### src/rtl/segment_scan_hex_decoder.sv
// Reverse-decodes a scanned, active-low 7-segment bus into per-digit hex values with blank/undefined flags.
// Digit outputs land STABLE_CYCLES edges after the input register; no backpressure. Letters A-F need SEGMENT_SCAN_HEX_LETTERS_EN.
module segment_scan_hex_decoder #(
  parameter int DIGITS        = 4,
  parameter int STABLE_CYCLES = 3
) (
  input  logic                  Clk,
  input  logic                  nReset,
  input  logic [6:0]            Segments,
  input  logic [DIGITS-1:0]     Anodes,
  output logic [4*DIGITS-1:0]   HexDigits,
  output logic [DIGITS-1:0]     Undefined,
  output logic [DIGITS-1:0]     Blank,
  output logic                  Valid,
  output logic                  FrameStrobe,
  output logic                  Changed
);

  localparam int         KW     = (DIGITS > 1) ? $clog2(DIGITS) : 1;
  localparam logic [7:0] STABLE = 8'(STABLE_CYCLES);

  logic [6:0]        seg_q, prev_seg;
  logic [DIGITS-1:0] an_q;
  logic [KW-1:0]     k, prev_k;
  logic [4:0]        low_cnt;
  logic              legal, same, capture;
  logic [7:0]        cnt, cnt_nxt;
  logic [DIGITS-1:0] seen, seen_set;
  logic [5:0]        dec, old;

  // Result packing is {undefined, blank, hex}.
  function automatic logic [5:0] decode(input logic [6:0] g);
    case (g)
      7'b0000001: decode = {2'b00, 4'h0};
      7'b1001111: decode = {2'b00, 4'h1};
      7'b0010010: decode = {2'b00, 4'h2};
      7'b0000110: decode = {2'b00, 4'h3};
      7'b1001100: decode = {2'b00, 4'h4};
      7'b0100100: decode = {2'b00, 4'h5};
      7'b0100000: decode = {2'b00, 4'h6};
      7'b0001111: decode = {2'b00, 4'h7};
      7'b0000000: decode = {2'b00, 4'h8};
      7'b0000100: decode = {2'b00, 4'h9};
`ifdef SEGMENT_SCAN_HEX_LETTERS_EN
      7'b0001000: decode = {2'b00, 4'hA};
      7'b1100000: decode = {2'b00, 4'hB};
      7'b0110001: decode = {2'b00, 4'hC};
      7'b1000010: decode = {2'b00, 4'hD};
      7'b0110000: decode = {2'b00, 4'hE};
      7'b0111000: decode = {2'b00, 4'hF};
`endif
      7'b1111111,
      7'b1111110: decode = {2'b01, 4'h0};
      default:    decode = {2'b10, 4'hF};
    endcase
  endfunction

  always_comb begin
    low_cnt  = '0;
    k        = '0;
    old      = '0;
    seen_set = '0;
    for (int i = 0; i < DIGITS; i++) begin
      if (!an_q[i]) begin
        low_cnt = low_cnt + 5'd1;
        k       = KW'(i);
      end
    end
    legal = (low_cnt == 5'd1);
    // cnt is nonzero exactly when the previous sample was a legal select.
    same  = (cnt != 8'd0) && (k == prev_k) && (seg_q == prev_seg);
    if (!legal)
      cnt_nxt = 8'd0;
    else if (same)
      cnt_nxt = (cnt == STABLE) ? cnt : cnt + 8'd1;
    else
      cnt_nxt = 8'd1;
    capture = legal && (cnt_nxt == STABLE) && !(same && (cnt == STABLE));
    dec     = decode(seg_q);
    for (int i = 0; i < DIGITS; i++) begin
      if (k == KW'(i)) begin
        old         = {Undefined[i], Blank[i], HexDigits[4*i +: 4]};
        seen_set[i] = capture;
      end
    end
  end

  always_ff @(posedge Clk or negedge nReset) begin
    if (!nReset) begin
      seg_q       <= '1;
      an_q        <= '1;
      prev_seg    <= '1;
      prev_k      <= '0;
      cnt         <= '0;
      seen        <= '0;
      HexDigits   <= '0;
      Undefined   <= '1;
      Blank       <= '0;
      Valid       <= 1'b0;
      FrameStrobe <= 1'b0;
      Changed     <= 1'b0;
    end else begin
      seg_q    <= Segments;
      an_q     <= Anodes;
      prev_seg <= seg_q;
      prev_k   <= k;
      cnt      <= cnt_nxt;
      for (int i = 0; i < DIGITS; i++) begin
        if (seen_set[i]) begin
          HexDigits[4*i +: 4] <= dec[3:0];
          Blank[i]            <= dec[4];
          Undefined[i]        <= dec[5];
        end
      end
      Changed     <= capture && (dec != old);
      FrameStrobe <= &seen;
      Valid       <= Valid | (&seen);
      // A capture landing on the clearing cycle keeps its bit.
      seen        <= ((&seen) ? '0 : seen) | seen_set;
    end
  end

endmodule

### config.mk
export PLATFORM = sky130hd
export DESIGN_NAME = segment_scan_hex_decoder
export DESIGN_NICKNAME = d
export VERILOG_FILES = /design/src/rtl/segment_scan_hex_decoder.sv
export SDC_FILE = /design/constraint.sdc
export NUM_CORES = 1
export LEC_CHECK = 0
export CAP_MARGIN = 30
export CELL_PAD_IN_SITES_DETAIL_PLACEMENT = 0
export CELL_PAD_IN_SITES_GLOBAL_PLACEMENT = 1
export CORE_MARGIN = 10
export CORE_UTILIZATION = 40
export CTS_CLUSTER_SIZE = 12
export DETAILED_ROUTE_END_ITERATION = 16
export GPL_TIMING_DRIVEN = 0
export PLACE_DENSITY = 0.74
export SYNTH_ARGS = -nofsm -noshare
export SYNTH_HDL_FRONTEND = slang
export SYNTH_SLANG_ARGS = --single-unit
### constraint.sdc
create_clock -name Clk -period 3.5 [get_ports Clk]
set_input_delay 0.525 -clock Clk [delete_from_list [all_inputs] [get_ports Clk]]
set_output_delay 0.525 -clock Clk [all_outputs]
set_load 0.05 [all_outputs]
==> summary.md, run 1 <==
| Metric | Value |
|---|---|
| Outcome | finished clean |
| Die Ht | about 110 µm |
| Vias per inst | around 5 |
| Synth warnings | 0 |
| Detailed-route via count | about 2200 |
| Core area | 7650 µm² |
| CP Max Fanout | 7 |
| Root buffer cell | clkbuf_8 |
| Worst Hold Class | in -> async |
| Critical path launch point type | flip-flop |
| Initial Utilization | around 40% |
| Register bit total from synthesis | 59 |
| Worst-Skew Late Latency | roughly 340 ps |
| Share of flip-flops with an asynchronous set or reset | 100% |
| Largest net degree at the start of global routing | 31 |
| Row count | 32 |
| CTS max path bufs | 2 |
| Post-DP HPWL | about 5000 µm |
| Synth-to-Final Area Change | 25.7% |
| CP Data Arrival Time | 3520 ps |
| DRT iter0 DRCs | 67 |
| CTS Sinks | a little under 60 |
| Cts bufs inserted | 9 |
| Routability Congestion | roughly 0.81 |
| Setup TNS | 0 ps |
| H-tree levels | 3 |
| Setup Crit Path Kind | reg -> reg |
| DRT antenna net count | 0 |
| Post-synth EDFFs | 0 |
| Count of cell types in the netlist | 58 |
| Tightest Pin Transition | between 600 and 700 ps |
| DRC | 0 |
| Slowest stage delay, CP | roughly 560 ps |
| Total of max-cap violations | 0 |
| CTS tree | built |
| Finish-stage setup viols | 0 |
| Setup ws final | between 200 and 250 ps |
| Slew Viols, Final | 0 |
| Synthesized Nets | about 290 |
| First-pass GRT wire length | ~11000 µm |
| Slew HR | a little under three fifths |
| Fmax | just over 300 MHz |
| Antenna Diode Count | 0 |
| Clock skew | between 7 and 8 ps |
| Period Utilization, post-route | a little over nine tenths |
| Port bufs | 39 |
| Cells along the critical path | buf_12, inv_1, ha_4, xnor2_1, ha_1, or3_1, o211a_1, nor3_4, nand4_1, or4_4, buf_6, mux2_4 |
| Family with the most delay on the worst path | simple AND/OR/NAND/NOR gates |
| Final core utilization | between 50% and 60% |
| Tmin final | between 3000 and 4000 ps |
| I/O Pins | 40 |
| CP Data Required Time | 3720 ps |
| Max VDD drop | slightly above 200 µV |
| Synthesized area per cell | between 10 and 15 µm² |
| Layout Nets | between 300 and 400 |
| Bufs and invs on worst path | 3 |
| CTS clk-pin slew, worst paths | about 70 ps |
| DIE AREA | 11700 µm² |
| Pwr Density | slightly below 400 nW/µm² |
| Most used DFF post-synth | dfrtp_1 |
| Sequential share of the synthesized area | between 40% and 50% |
| Power, Total | approximately 0.0015 W |
| Setup WS pre-CTS | -68.0 ps |
| Final Hold Viols | 0 |
| DRT Wirelength | about 6800 µm |
| GRT overflow | 0 |
| Initial antenna violation count | 0 |
| P_leak | between 1.5 and 2 nW |
| RSZ-0062 raised after global routing | false |
| Drt pass-1 iters | 4 |
| Global-route usage over all layers | around 12% |
| Synth Instances | 276 |
| Vias in the first global route | between 2000 and 2500 |
| Die X | approximately 110 µm |
| Master of the slowest instance on the critical path | dfstp_2 |
| Post-DR wirelength/cell | approximately 16 µm |
| CP Capture Type | flip-flop |
| Share of cells above drive strength 1 | 23.4% |
| Syn Std Cell Area | approximately 3100 µm² |
-- worst register-to-register path, stage by stage, from the launching register on --
cell and delay [ps]:
dfstp_2 560, buf_12 110, inv_1 60, ha_4 290, xnor2_1 120, ha_1 250, or3_1 330, o211a_1 150
nor3_4 180, nand4_1 160, or4_4 520, buf_6 170, mux2_4 290
-- metal layers --
layer  up-vias  wire [µm]  track usage, %
met4         0         76            4.52
met5         -          0               0
li1       1099          -               -
met1      1072       3180            15.1
met3         5        296            3.81
met2        43       3210            19.1
-- synth_stat cells (all sizes together), types with 2 or more instances --
master	number	area, µm²
dfrtp	37	926
and3	3	18.8
xnor2	17	149
nor3	10	55.1
o21ai	6	30.0
o21a	2	15.0
ha	5	62.6
nand3b	2	15.0
xor2	2	17.5
nand4	8	50.1
nand2b	6	37.5
inv	9	33.8
dfstp	22	578
a2111oi	2	36.3
nor4	3	18.8
and4	3	26.3
nor2	16	60.1
a211oi	7	52.6
buf	11	77.6
nor2b	3	21.3
nand3	11	55.1
mux2	25	338
a21oi	8	40.0
clkbuf	6	22.5
or3	4	30.0
mux2i	7	70.1
nand2	17	63.8
or4	5	37.5
-- where the power goes --
| part | total, W | switching [W] | leakage (nW) | internal (W) |
|---|---|---|---|---|
| Combinational | 0.000149 | 0.0000838 | 0.837 | 0.0000651 |
| Sequential | 0.000718 | 0.0000125 | 0.740 | 0.000705 |
| Clock | 0.000650 | 0.000268 | 0.113 | 0.000382 |
| Total | 0.00152 | 0.000364 | 1.69 | 0.00115 |
-- cell usage in the layout, fill, tap and decap left out, drive strengths merged, types with 8 or more instances in the layout --
master / synthesis / final
clkdlybuf4s50: 0 / 38
dfrtp: 37 / 37
a21oi: 8 / 8
inv: 9 / 10
mux2: 25 / 25
nand3: 11 / 11
nand4: 8 / 8
xnor2: 17 / 17
nor3: 10 / 10
clkbuf: 6 / 20
nand2: 17 / 17
nor2: 16 / 16
dfstp: 22 / 22
buf: 11 / 15
-- area by class of cell --
class	instances	area (µm²)
Sequential cell	59	1500
Clock inverter	2	11.3
Timing Repair Buffer	42	420
Fill cell	688	3730
Tap cell	102	128
Buffer	17	115
Multi-Input combinational cell	191	1500
Clock buffer	14	205
Inverter	9	33.8
-- cells by family after synthesis --
group | Yosys count | share of synthesized area (%)
adders and majority gates | 5 | 2.01
and+or+nand+nor | 98 | 17.5
DFF | 59 | 48.3
buffers and inverters | 26 | 4.30
AOI/OAI and AO/OA | 37 | 9.48
xor gates and xnor gates | 19 | 5.34
muxes | 32 | 13.1
-- final timing paths --
path / slack, ps / to / start / cells past startpoint
worst min register to register: 360 / prev_seg[6]$_DFF_PN1_ / seg_q[6]$_DFF_PN1_ / 0
max in group asynchronous: 2620 / Undefined[2]$_DFFE_PN1P_ / nReset / 2
worst min-delay path: 220 / cnt[4]$_DFF_PN0_ / nReset / 1
worst max-delay path: 200 / HexDigits[5]$_DFFE_PN0P_ / an_q[1]$_DFF_PN1_ / 12
min in group Clk: 360 / prev_seg[6]$_DFF_PN1_ / seg_q[6]$_DFF_PN1_ / 0
worst max register to register: 200 / HexDigits[5]$_DFFE_PN0P_ / an_q[1]$_DFF_PN1_ / 12
-- stage by stage --
step | hold slack [ps] | cell area, µm² | instances
after floorplan | 229 | 3120 | 276
after global placement | 355 | 3630 | 417
after detailed placement | 355 | 3650 | 418
after CTS | 227 | 3870 | 434
after global routing | 260 | 3920 | 436
final | 216 | 3920 | 436
-- what timing repair did --
action                     4_1_cts  5_1_grt
setup endpoints to repair       22       24
pin swaps                        2        4
resized for setup                2        8
setup buffers                    0        2
hold buffers                     0        0
-- sequential cells by signal (all words and copies together) (netlist names) --
signal       count
HexDigits       16
cnt              8
prev_seg         7
seg_q            7
Blank            4
Undefined        4
an_q             4
seen             4
prev_k           2
Changed          1
FrameStrobe      1
Valid            1
(Power assumes the default switching activity.)
==> run 2, diff against run 1 <==
--- a/config.mk
+++ b/config.mk
@@ -9,11 +9,12 @@
 export CELL_PAD_IN_SITES_DETAIL_PLACEMENT = 0
 export CELL_PAD_IN_SITES_GLOBAL_PLACEMENT = 1
 export CORE_MARGIN = 10
-export CORE_UTILIZATION = 40
+export CORE_UTILIZATION = 45
 export CTS_CLUSTER_SIZE = 12
 export DETAILED_ROUTE_END_ITERATION = 16
+export DONT_BUFFER_PORTS = 1
 export GPL_TIMING_DRIVEN = 0
-export PLACE_DENSITY = 0.74
+export PLACE_DENSITY = 0.73
 export SYNTH_ARGS = -nofsm -noshare
 export SYNTH_HDL_FRONTEND = slang
 export SYNTH_SLANG_ARGS = --single-unit
==> run 2 against run 1 <==
  * Non-clock buffer count fell by 39
  * Clock skew fell by 0.77 ps
  * Global-route usage rose by 1.3 points
  * Count of clock-buffer cells in the layout fell by 1
==> summary.md, run 2 (synthesis gave the netlist of run 1 again) <==
| Metric | Value |
|---|---|
| Tightest Pin Transition | 651 ps (-5.93 ps) |
| Area of the multi-input gates | 1500 µm² (-0.17%) |
| Register-to-register setup slack | 120 ps (-80 ps) |
| DRT iter0 DRCs | 74 (+10%) |
| Biggest regs | HexDigits x16, cnt x8 |
| Routability Congestion | 0.813 (+0.47%) |
| Worst R2R Start | an_q[1]$_DFF_PN1_ |
| Tmin final | 3380 ps (+81.5 ps) |
| Post-DR wirelength/cell | 18.0 µm (+16%) |
| Largest reg by FF count | HexDigits |
| CTS clk-pin slew, worst paths | 70 ps (about the same) |
| DRC | 0 (unchanged) |
| Slowest stage delay, CP | 550 ps (about the same) |
| Worst-Skew Late Latency | 330 ps (about the same) |
| CP Data Required Time | 3720 ps (about the same) |
| Storage cell area | 1500 µm² (unchanged) |
| Hold slack | 28.9 ps (-187 ps) |
| Worst Hold Class | in -> async |
| Launch point of the worst path | an_q[1]$_DFF_PN1_ |
| Total of max-cap violations | 0 (unchanged) |
| CTS tree | built |
| Clock skew | 7.08 ps (-0.774 ps) |
| Final Hold Viols | 0 (unchanged) |
| Critical path launch point type | flip-flop |
| DIE AREA | 10700 µm² (-9.1%) |
| Die X | 103 µm (-4.7%) |
| Finish-stage setup viols | 0 (unchanged) |
| Family with the most delay on the worst path | simple AND/OR/NAND/NOR gates |
| Commonest non-fill, non-tap cells in the layout | 37 x dfrtp_1, 22 x dfstp_2, 17 x xnor2_1, 17 x nand2_1, 16 x nor2_1 |
| Cts bufs inserted | 9 (unchanged) |
| CP Data Arrival Time | 3600 ps (+80 ps) |
| DP Area | 3220 µm² (-12%) |
| Outcome | finished clean |
| Setup WS pre-CTS | -70.0 ps (-2.06 ps) |
| Setup ws final | 120 ps (-81.5 ps) |
| Max VDD drop | 282 µV (+37%) |
| I/O Pins | 40 (unchanged) |
| Vias per inst | 5.63 (+11%) |
| Vias in the first global route | 2122 (-5.1%) |
| CP Max Fanout | 9 (+2) |
| Post-DP HPWL | 4750 µm (-4.9%) |
| First-pass GRT wire length | 11000 µm (-1.4%) |
| H-tree levels | 3 (unchanged) |
| Setup TNS | 0 ps (unchanged) |
| Share of cells above drive strength 1 | 26.4% (+3.1 points) |
| Synth-to-Final Area Change | 11.6% |
| CTS max path bufs | 2 (unchanged) |
| Worst Reg-to-Reg Cells | 12 (unchanged) |
| P_leak | 1.54 nW (-8.7%) |
| Pwr Density | 419 nW/µm² (+8.2%) |
| Period Utilization, post-route | 96.6% (+2.3 points) |
| Die Ht | 103 µm (-4.7%) |
| DRT Wirelength | 6760 µm (about the same) |
| CP Capture Type | flip-flop |
| Worst r2r dst | HexDigits[4]$_DFFE_PN0P_ |
| CTS Sinks | 59 (unchanged) |
| Filler Cell Count | 602 (-13%) |
| Master of the slowest instance on the critical path | dfstp_2 |
| Setup Crit Path Kind | reg -> reg |
| Root buffer cell | clkbuf_8 |
| Core area | 6760 µm² (-12%) |
| Global-route usage over all layers | 13.4% (+1.3 points) |
| Most common cell after layout, fill and taps aside | dfrtp_1 |
| Slew HR | 55.5% (+0.41 points) |
| Layout Nets | 308 (-11%) |
| Port bufs | 0 (-100%) |
| Antenna Diode Count | 0 (unchanged) |
| Cells along the critical path | buf_8, inv_1, ha_4, xnor2_1, ha_1, or3_1, o211a_1, nor3_2, nand4_1, or4_4, buf_6, mux2_4 |
| Initial Utilization | 46.1% (+5.4 points) |
| Detailed-route via count | 2110 (-4.9%) |
| Drt pass-1 iters | 4 (unchanged) |
| Largest net degree at the start of global routing | 38 (+23%) |
| Largest register FFs | 16 (unchanged) |
| GRT overflow | 0 (unchanged) |
| Row count | 30 (-6.3%) |
| Slew Viols, Final | 0 (unchanged) |
| DRT antenna net count | 0 (unchanged) |
| Initial antenna violation count | 0 (unchanged) |
| Fin area | 3480 µm² (-11%) |
| Bufs and invs on worst path | 3 (unchanged) |
| Fmax | 296 MHz (-2.4%) |
[run 2: cell count changes in the layout (fill, tap and decap cells not counted), sizes merged]
| cell | delta |
|---|---|
| clkbuf | -1 |
| buf | -1 |
| clkdlybuf4s50 | -38 |
| inv | +1 |
[run 2: final cells by class]
cell class              count  share of cell area (%)
multi-input cells         191                    43.1
plain buffers              17                    3.10
flip-flops and latches     59                    43.3
inverters                   9                   0.972
clock buffers              13                    5.18
repair buffers              3                    1.01
well taps                  80                    2.88
clock inverters             3                   0.504
[run 2: through the flow]
stage                     util [%]  power [W]  instances
final                         51.4    0.00146        375
after global routing          51.4    0.00152        375
after CTS                     51.0    0.00147        374
after detailed placement      47.6   0.000841        356
after global placement        47.6   0.000841        356
after floorplan                  -   0.000818        276
[run 2: worst max path at each step]
stage | endpoint | slack (ps) | cells after the start
after global placement | Blank[0]$_DFFE_PN0P_ | -50 | 11
after global routing | HexDigits[5]$_DFFE_PN0P_ | -0.5 | 12
after floorplan | Blank[0]$_DFFE_PN0P_ | 250 | 12
after detailed placement | HexDigits[10]$_DFFE_PN0P_ | -70 | 11
final | HexDigits[4]$_DFFE_PN0P_ | 120 | 12
after CTS | Blank[0]$_DFFE_PN0P_ | 9 | 12
[run 2: per-layer routing]
| metal | track usage, % | vias to the layer above | share of wire (%) |
|---|---|---|---|
| li1 | - | 1028 | - |
| met4 | 3.96 | 0 | 1.1 |
| met2 | 21.2 | 43 | 47 |
| met5 | 0 | - | 0 |
| met1 | 17.1 | 1031 | 47 |
| met3 | 4.05 | 8 | 4.6 |
[run 2: power breakdown]
group	total (W)	leakage (nW)	switching (W)	internal, W
sequential	0.000720	0.740	0.0000142	0.000706
combinational	0.000130	0.698	0.0000754	0.0000548
clock	0.000606	0.105	0.000268	0.000339
[run 2: repair_timing]
item / CTS / global route
hold buffers: 1 / 0
buffers inserted: 1 / 1
setup endpoints to repair: 23 / 24
hold endpoints to repair: 37 / 0
pin swaps: 2 / 2
gates resized for setup: 3 / 3
==> run 3, diff against run 2 <==
--- a/config.mk
+++ b/config.mk
@@ -8,13 +8,14 @@
 export CAP_MARGIN = 30
 export CELL_PAD_IN_SITES_DETAIL_PLACEMENT = 0
 export CELL_PAD_IN_SITES_GLOBAL_PLACEMENT = 1
+export CORE_ASPECT_RATIO = 0.75
 export CORE_MARGIN = 10
-export CORE_UTILIZATION = 45
+export CORE_UTILIZATION = 54
 export CTS_CLUSTER_SIZE = 12
 export DETAILED_ROUTE_END_ITERATION = 16
 export DONT_BUFFER_PORTS = 1
 export GPL_TIMING_DRIVEN = 0
-export PLACE_DENSITY = 0.73
+export PLACE_DENSITY = 0.82
 export SYNTH_ARGS = -nofsm -noshare
 export SYNTH_HDL_FRONTEND = slang
 export SYNTH_SLANG_ARGS = --single-unit
==> constraint.sdc (replaced) <==
create_clock -name Clk -period 4.3 [get_ports Clk]
set_input_delay 0.645 -clock Clk [delete_from_list [all_inputs] [get_ports Clk]]
set_output_delay 0.645 -clock Clk [all_outputs]
set_load 0.05 [all_outputs]
==> run 3 against run 2 <==
  * Register-to-register slack improved by 550 ps
  * Design area is 0.54% lower
  * Wire length up 0.68%
  * Count of clock-buffer cells in the layout fell by 1
  * Final cell count fell by 1.9%
  * Sequential power decreased by 19%
  * Largest power group unchanged
  * Critical path depth is 1 lower
==> summary.md, run 3 (synthesis gave the netlist of run 1 again) <==
| Metric | Value |
|---|---|
| CTS clk-pin slew, worst paths | 70 ps (about the same) |
| Finish-stage setup viols | 0 (unchanged) |
| Post-DP HPWL | 4660 µm (-1.9%) |
| Post-DR wirelength/cell | 18.5 µm (+2.6%) |
| Drt pass-1 iters | 4 (unchanged) |
| Setup WS pre-CTS | 711 ps (+781 ps) |
| P_leak | 1.53 nW (-0.80%) |
| CTS tree | built |
| Comb power frac | 8.0% (-0.9 points) |
| Worst R2R Start | an_q[2]$_DFF_PN1_ |
| Vias in the first global route | 2181 (+2.8%) |
| Filler Cell Count | 444 (-26%) |
| Die Ht | 85.8 µm (-17%) |
| Final core utilization | 63.2% (+12 points) |
| Largest net degree at the start of global routing | 38 (unchanged) |
| Largest register FFs | 16 (unchanged) |
| Biggest regs | HexDigits x16, cnt x8 |
| Switch Pwr | 0.000285 W (-20%) |
| I/O Pins | 40 (unchanged) |
| Fmax | 276 MHz (-6.9%) |
| Initial antenna violation count | 0 (unchanged) |
| Clock skew | 7.92 ps (+0.841 ps) |
| CTS Sinks | 59 (unchanged) |
| Largest reg by FF count | HexDigits |
| Clock share of power | 45.3% (+3.7 points) |
| CP Max Fanout | 10 (+1) |
| Worst-Skew Late Latency | 330 ps (about the same) |
| Commonest non-fill, non-tap cells in the layout | 37 x dfrtp_1, 22 x dfstp_2, 17 x xnor2_1, 17 x nand2_1, 16 x nor2_1 |
| Detailed-route via count | 2131 (+1.0%) |
| Outcome | finished clean |
| Slew HR | 57.4% (+1.9 points) |
| GRT overflow | 0 (unchanged) |
| Critical path launch point type | flip-flop |
| Period Utilization, post-route | 84.4% (-12 points) |
| Share of cells above drive strength 1 | 24.6% (-1.9 points) |
| Die X | 108 µm (+4.4%) |
| Routability Congestion | 0.805 (-1.0%) |
| Synth-to-Final Area Change | 11.0% |
| DRT Wirelength | 6810 µm (+0.68%) |
| Tightest Pin Transition | 623 ps (-28.2 ps) |
| Setup ws final | 671 ps (+551 ps) |
| DRT iter0 DRCs | 111 (+50%) |
| Final Hold Viols | 0 (unchanged) |
| Vias per inst | 5.79 (+2.9%) |
| Layout Nets | 306 (-0.65%) |
| Internal power | 0.000971 W (-12%) |
| Max VDD drop | 258 µV (-8.5%) |
| CTS max path bufs | 2 (unchanged) |
| Root buffer cell | clkbuf_8 |
| Core area | 5470 µm² (-19%) |
| Initial Utilization | 57.0% (+11 points) |
| Cts bufs inserted | 9 (unchanged) |
| DRC | 0 (unchanged) |
| Worst r2r dst | HexDigits[0]$_DFFE_PN0P_ |
| DRT antenna net count | 0 (unchanged) |
| Pwr Density | 363 nW/µm² (-13%) |
| DIE AREA | 9240 µm² (-13%) |
| CP Data Required Time | 4520 ps (+800 ps) |
| Switch share | 22.7% (-1.8 points) |
| H-tree levels | 3 (unchanged) |
| DP Area | 3210 µm² (-0.19%) |
| Fin area | 3460 µm² (-0.54%) |
| Hold slack | 149 ps (+120 ps) |
| Register-to-register setup slack | 670 ps (+550 ps) |
| Seq pwr share | 46.7% (-2.7 points) |
| RSZ-0062 raised after global routing | false |
| Worst Reg-to-Reg Cells | 11 (-1) |
| Global-route usage over all layers | 15.4% (+2.0 points) |
| CP Capture Type | flip-flop |
| Slew Viols, Final | 0 (unchanged) |
| Antenna Diode Count | 0 (unchanged) |
| Total of max-cap violations | 0 (unchanged) |
| Tmin final | 3630 ps (+249 ps) |
| Row count | 23 (-23%) |
| First-pass GRT wire length | 11300 µm (+2.4%) |
| Most common cell after layout, fill and taps aside | dfrtp_1 |
| Worst Hold Class | in -> async |
| Setup TNS | 0 ps (unchanged) |
| CP Data Arrival Time | 3850 ps (+250 ps) |
| Setup Crit Path Kind | reg -> reg |
| Port bufs | 0 (unchanged) |
-- run 3: cell types whose count changed in the layout (fill, tap and decap cells not counted), moves of 2 or more --
cell and delta:
buf_4 -3, bufinv_16 +2, inv_4 -2, or4_1 +2, or4_4 -2
-- run 3: power by group through the flow --
stage	clock [W]	sequential (W)	combinational [W]
finish	0.000569	0.000586	0.000100
global route	0.000604	0.000588	0.000110
CTS	0.000582	0.000586	0.0000998
detailed placement	0	0.000596	0.0000894
global placement	0	0.000595	0.0000880
floorplan	0	0.000592	0.0000734
-- run 3: metal layers --
metal | GRT usage (%) | vias up | part of all wire [%]
met1 | 20.7 | 1047 | 48
met5 | 0 | - | 0
li1 | - | 1019 | -
met3 | 5.83 | 6 | 6.9
met2 | 22.2 | 59 | 44
met4 | 4.96 | 0 | 0.62
-- run 3: how the worst max path moves through the flow --
stage	from	end	slack, ps	depth (start not counted)
6_report	an_q[2]$_DFF_PN1_	HexDigits[0]$_DFFE_PN0P_	670	11
5_1_grt	an_q[2]$_DFF_PN1_	HexDigits[3]$_DFFE_PN0P_	440	11
4_1_cts	an_q[2]$_DFF_PN1_	HexDigits[5]$_DFFE_PN0P_	700	11
3_5_place_dp	an_q[2]$_DFF_PN1_	HexDigits[1]$_DFFE_PN0P_	710	11
3_3_place_gp	an_q[2]$_DFF_PN1_	HexDigits[4]$_DFFE_PN0P_	740	11
2_1_floorplan	an_q[1]$_DFF_PN1_	Blank[0]$_DFFE_PN0P_	1050	12
-- run 3: timing repair --
item | 4_1_cts | 5_1_grt
setup buffers | 0 | 0
hold buffers | 1 | 0
resized for setup | 0 | 0
endpoints found under the hold margin | 37 | 0
endpoints found under the setup margin | 0 | 0
-- run 3: critical path: stages, from the launching register on --
cell and delay (ps):
dfstp_2 580, buf_2 250, buf_1 430, a21oi_1 150
ha_1 300, or3_1 300, o211a_1 140, nor3_2 210
nand4_1 170, or4_1 520, buf_6 170, mux2_4 300
-- run 3: area by class of cell --
cell class | instances | area, µm² | share of cell area [%]
clock buffer | 12 | 155 | 4.49
tap | 75 | 93.8 | 2.71
multi-input combinational | 191 | 1480 | 42.7
timing repair buffer | 1 | 20.0 | 0.579
buffer | 17 | 100 | 2.90
clock inverter | 4 | 72.6 | 2.10
sequential | 59 | 1500 | 43.5
inverter | 9 | 33.8 | 0.977
-- run 3: through the flow --
step	total power [W]	cells
6_report	0.00126	368
5_1_grt	0.00130	368
4_1_cts	0.00127	368
3_5_place_dp	0.000685	351
3_3_place_gp	0.000683	351
2_1_floorplan	0.000666	276
